`src/rtl/hs_pkg.sv`:
```
// Shared definitions for the two-phase toggle handshake (rx and tx sides).
package hs_pkg;
    typedef enum logic {IDLE = 1'b0, FULL = 1'b1} state_t;

    localparam int SYNC_STAGES_DEF = 2;
    localparam int DATA_W_DEF      = 8;
endpackage

```
`src/rtl/bit_sync.sv`:
```
// Single-bit multi-flop synchroniser with synchronous reset to 0.
module bit_sync #(
    parameter int STAGES = 2
) (
    input  logic clk,
    input  logic rst,
    input  logic d,
    output logic q
);
    logic [STAGES-1:0] ff;

    always_ff @(posedge clk) begin
        if (rst) ff <= '0;
        else     ff <= {ff[STAGES-2:0], d};
    end

    assign q = ff[STAGES-1];
endmodule

```
`src/rtl/toggle_hs_rx.sv`:
```
// Receive side of the toggle handshake: detects req_tgl edges, captures the
// word, presents it valid/ready and returns ack_tgl once consumed.
module toggle_hs_rx
    import hs_pkg::*;
#(
    parameter int DATA_W      = DATA_W_DEF,
    parameter int SYNC_STAGES = SYNC_STAGES_DEF,
    parameter int CNT_W       = 16
) (
    input  logic              clk,
    input  logic              rst,
    input  logic              req_tgl,
    input  logic [DATA_W-1:0] data_in,
    output logic              ack_tgl,
    output logic [DATA_W-1:0] data_out,
    output logic              valid,
    input  logic              ready,
    output logic [CNT_W-1:0]  xfer_cnt,
    output logic              proto_err
);
    state_t state, state_nx;
    logic   req_sync, req_seen, pending;
    logic   capture, done;

    bit_sync #(.STAGES(SYNC_STAGES)) u_req_sync (
        .clk (clk),
        .rst (rst),
        .d   (req_tgl),
        .q   (req_sync)
    );

    assign pending = req_sync ^ req_seen;
    assign valid   = (state == FULL);

    always_comb begin
        state_nx = state;
        capture  = 1'b0;
        done     = 1'b0;
        case (state)
            IDLE: if (pending) begin
                capture  = 1'b1;
                state_nx = FULL;
            end
            FULL: if (ready) begin
                done     = 1'b1;
                state_nx = IDLE;
            end
            default: state_nx = IDLE;
        endcase
    end

    always_ff @(posedge clk) begin
        if (rst) begin
            state     <= IDLE;
            req_seen  <= 1'b0;
            ack_tgl   <= 1'b0;
            data_out  <= '0;
            xfer_cnt  <= '0;
            proto_err <= 1'b0;
        end else begin
            state <= state_nx;
            if (capture) begin
                data_out <= data_in;
                req_seen <= req_sync;
            end
            if (done) begin
                ack_tgl  <= ~ack_tgl;
                xfer_cnt <= xfer_cnt + CNT_W'(1);
            end
            // An edge arriving while a word is still held: the sender skipped the ack.
            // req_seen is left alone so that edge becomes the next word.
            if (state == FULL && pending)
                proto_err <= 1'b1;
        end
    end
endmodule

```
`config.mk`:
```
export PLATFORM = sky130hd
export DESIGN_NAME = toggle_hs_rx
export DESIGN_NICKNAME = d
export VERILOG_FILES = /design/src/rtl/hs_pkg.sv /design/src/rtl/bit_sync.sv /design/src/rtl/toggle_hs_rx.sv
export SDC_FILE = /design/constraint.sdc
export NUM_CORES = 1
export LEC_CHECK = 0
export CAP_MARGIN = 20
export CORE_ASPECT_RATIO = 0.5
export CORE_MARGIN = 2
export CORE_UTILIZATION = 30
export CTS_CLUSTER_DIAMETER = 40
export DETAILED_ROUTE_END_ITERATION = 7
export MAX_ROUTING_LAYER = met4
export PLACE_DENSITY = 0.6
export SLEW_MARGIN = 20
export SYNTH_ARGS = -nofsm -noshare
export SYNTH_HDL_FRONTEND = slang
export SYNTH_SLANG_ARGS = --single-unit
```
`constraint.sdc`:
```
create_clock -name clk -period 1.32 [get_ports clk]
set_input_delay 0.198 -clock clk [delete_from_list [all_inputs] [get_ports clk]]
set_output_delay 0.198 -clock clk [all_outputs]
set_load 0.01 [all_outputs]
```
Word level (Yosys, flattened, before mapping)

Cells that the tools add are included.

Add/sub/neg operators: 1
Muxes and demuxes: 6
Bitwise operators: 3
Reductions and logical operators: 1

Operators by type and width:

| cell                                          | count |
|---|---|
| adder 16 x 1 -> 16 bit, second input constant | 1 |
| 2-to-1 mux 1 bit                              | 5 |
| NOT 1 bit                                     | 2 |
| case mux 1 bit (2 select lines)               | 1 |
| logical AND 1 bit                             | 1 |
| XOR 1 bit                                     | 1 |

Register bits after elaboration: 30
Bits of input ports: 12

Depth between registers and ports, before layout

Depth in word-level cells: 3
Gate-level depth with buffers: 6
Depth with buffers taken out: 5

Cells and area by module

Synthesis repeated with hierarchy kept, for this count alone.

Cells, all modules: 125
Area, all modules: 1,213.7 um2

By module, submodules not included:

| module       | times used | cells each | area an instance (um2) | sequential area each (um2) |
|---|---|---|---|---|
| toggle_hs_rx | 1          | 121        | 1,161.1                | 560.5 |
| bit_sync     | 1          | 4          | 52.6                   | 40.0 |

Worst setup path after synthesis

Ideal clock, no wire load.

Path type: flip-flop to flip-flop
Start: register xfer_cnt[0]
End: register xfer_cnt[14]
Library setup time: 0.071 ns
Arrival time: 1.427 ns
Path slack: -0.178 ns
Stages on the path, launching flop included: 5
Path buffers: 0
Cells stage by stage: dfxtp_1 > ha_1 > nand3_4 > or4_1 > a21oi_1

Word-level cells in the longest chain between the ends: 1

Ends and longest elaborated chain:

| element                  | line               | text |
|---|---|---|
| start: declaration       | toggle_hs_rx.sv:18 | `output logic [CNT_W-1:0] xfer_cnt,` |
| start signal: assignment | toggle_hs_rx.sv:68 | `xfer_cnt <= xfer_cnt + CNT_W'(1);` |
| adder 16 x 1 -> 16 bit   | toggle_hs_rx.sv:68 |  |

Every way passes these cells.
A chain may end at the register's enable or synchronous reset.

Worst setup path after layout

Ends and elaborated chain as after synthesis.

==> metrics <==
CP Max Fanout 6; Root Buffer clkbuf_8; CP Capture Type register; Post-synth ARST share 0; grt total ovfl 0; Routed WL per cell 12.2 µm; Worst Path Arrival between 1500 and 2000 ps; critical path class register to register; Remaining DRCs 0; first-pass GRT wire length 4900 µm; worst-skew pair later-pin latency 280 ps; gr usage total 0.141; layout cell share with drive strength beyond 1 0.370; final instance area approximately 2100 µm²; Hold Fails Final Rpt 0; Setup-failing EPs final 2; Seq/Total Area, Yosys 0.483; Rel. slew slack 0.820; Synth Area in Simple Gates 0.272; Via Count 1135; dpl ws -377 ps; Die Footprint 4700 µm²; number of DRC markers in iteration 0 27; row count 16; IO Pins 39; commonest non-fill, non-tap cell in the layout dlygate4sd2_1; Buffers & Inverters on Critical Path 0; diodes inserted 0; #FFs+latches synth 30; xor/xnor share of the synthesized area 0.0916; starting density of the core 0.315; hpwl dp 2140 µm; Initial DRT Pass Iterations 2; Area Overhead vs Synth 72.6%; Routed WL 3090 µm; Core ar. 3940 µm²; multi-input logic area 767 µm²; pwr dens 974 nW/µm²; VDD IR max 0.000396 V; number of synthesized flops with an enable pin 0; post-synthesis cell type count 29; hold_buf cts 0; Final WS setup -8.09 ps; max_cap viols 0; Final Total Pwr 2.09 mW; Final min period 1330 ps; CP startpoint kind register; fin crit share 1.01; routed length on met3 approximately 110 µm; Slew @ Worst Pin 267 ps; commonest cells after routing, fill and taps aside dlygate4sd2_1 (27), nor2_1 (25), buf_4 (25), dfxtp_1 (16), dfxtp_2 (12); clock buffer depth 2; Yosys warning count 0; fillers 360; Cell Chain, Critical Path ha_4, nand3_4, or4_4, a21oi_2; area post-placement 1890 µm²; CP delay by family, top simple AND/OR/NAND/NOR gates; Cells after Synth 132; routed vias/inst ~4.5; Pleak 0.971 nW; Primary FF master, synth dfxtp_1; Num CTS Buffers 5; Routed Antenna Nets 0; Synth Area in Adders 0.0101; placed cell count 243; Compound-Gate Fraction of Synth Area 0.0262; CTS tree yes; register area around 620 µm²; Nets 212; die width 95.0 µm; Final Skew 7.42 ps; vias in the first global route around 1100; syn_area_per_cell approximately 9.4 µm²; max-slew violations 0; failing checks negative setup slack; routability cong. 0.742; largest family of logic cells by synthesized area simple AND/OR/NAND/NOR gates; Non-Filler Instances 254; slowest CP cell or4_4; Post-Syn Area 1240 µm²; H-tree Lvls 2; Top Layer Used met4; met2 WL 1500 µm; multiplexer share of the synthesized area 0.0906; Final Util 0.544; largest net degree at the start of global routing 18; CTS sink count 30; clk slew on worst S/H paths ~70 ps; fmax 753 MHz; slowest cell delay on critical path roughly 530 ps; port buffer count 38; post-synth net total ~150; CP required 1540 ps; status finished with violations; initial antenna violation count 0; RSZ-0062 raised after global routing yes; wl on met1 1430 µm; Chip Height between 40 and 50 µm; HP Class register to register
## report_power, final
group          internal [mW]  switching [mW]  leakage, nW
Combinational          0.102          0.0823        0.662
Sequential             0.927          0.0165        0.251
Clock                  0.615           0.345       0.0585
## cells by family (layout without fill, tap and decap cells)
group,after synthesis,after routing
AO/OA/AOI/OAI,6,6
XOR/XNOR,13,13
adder cells (fa/ha/maj),1,1
buffers and inverters,8,76
flip-flops,30,30
multiplexers,11,11
AND/OR/NAND/NOR,63,63
## metrics by stage
step                setup TNS, ps  hold WS, ps
finish                      -13.2          442
global route                 -253          465
CTS                             0          450
detailed placement          -2960          434
global placement            -2730          435
floorplan                   -49.3          326
## cell usage after synthesis (3+ instances only)
master / number / area (µm²)
nand4_1: 3 / 18.8
nor2_1: 25 / 93.8
nand3_1: 4 / 20.0
clkbuf_1: 3 / 11.3
xnor2_1: 10 / 87.6
nor3_1: 6 / 30.0
xor2_1: 3 / 26.3
nor2b_1: 5 / 31.3
mux2i_1: 9 / 90.1
nand2_1: 7 / 26.3
dfxtp_1: 30 / 601
nor4_1: 4 / 25.0
a21oi_1: 4 / 20.0
## timing repair
action                     in CTS  in global routing
resized for setup              33                 29
pin swaps                       3                  9
setup endpoints to repair      33                 19
setup buffers                   2                  1
## worst reg2reg max path, stage by stage, from the launching register on
cell,delay (ps)
dfxtp_4,380
ha_4,140
nand3_4,110
or4_4,530
a21oi_2,110
## final cells by class
class,instances,share of cell area
clock buffers,7,0.0403
clock inverters,1,0.0140
inverters,2,0.00350
multi-input cells,94,0.358
flip-flops and latches,30,0.291
well taps,54,0.0315
repair buffers,66,0.263
## flip-flops by register name, summed over array words and instances (netlist names)
name and cells:
data_out 8, valid 1, xfer_cnt 16, u_req_sync.ff 2, proto_err 1, req_seen 1, ack_tgl 1
## metal layers
metal,up-vias,track usage
li1,576,-
met1,534,0.169
met2,18,0.216
met3,7,0.0413
met4,0,0.0725
met5,-,-
## path summary, 6_finish.rpt
path,startpoint,endpoint,slack (ps),cells after the start
worst max-delay path,xfer_cnt[0],xfer_cnt[14],-8,4
worst min-delay path,u_req_sync.ff[0],u_req_sync.ff[1],440,1
worst max register to register,xfer_cnt[0],xfer_cnt[14],-8,4
worst min register to register,u_req_sync.ff[0],u_req_sync.ff[1],440,1
Power figures use the tool's default switching activity.
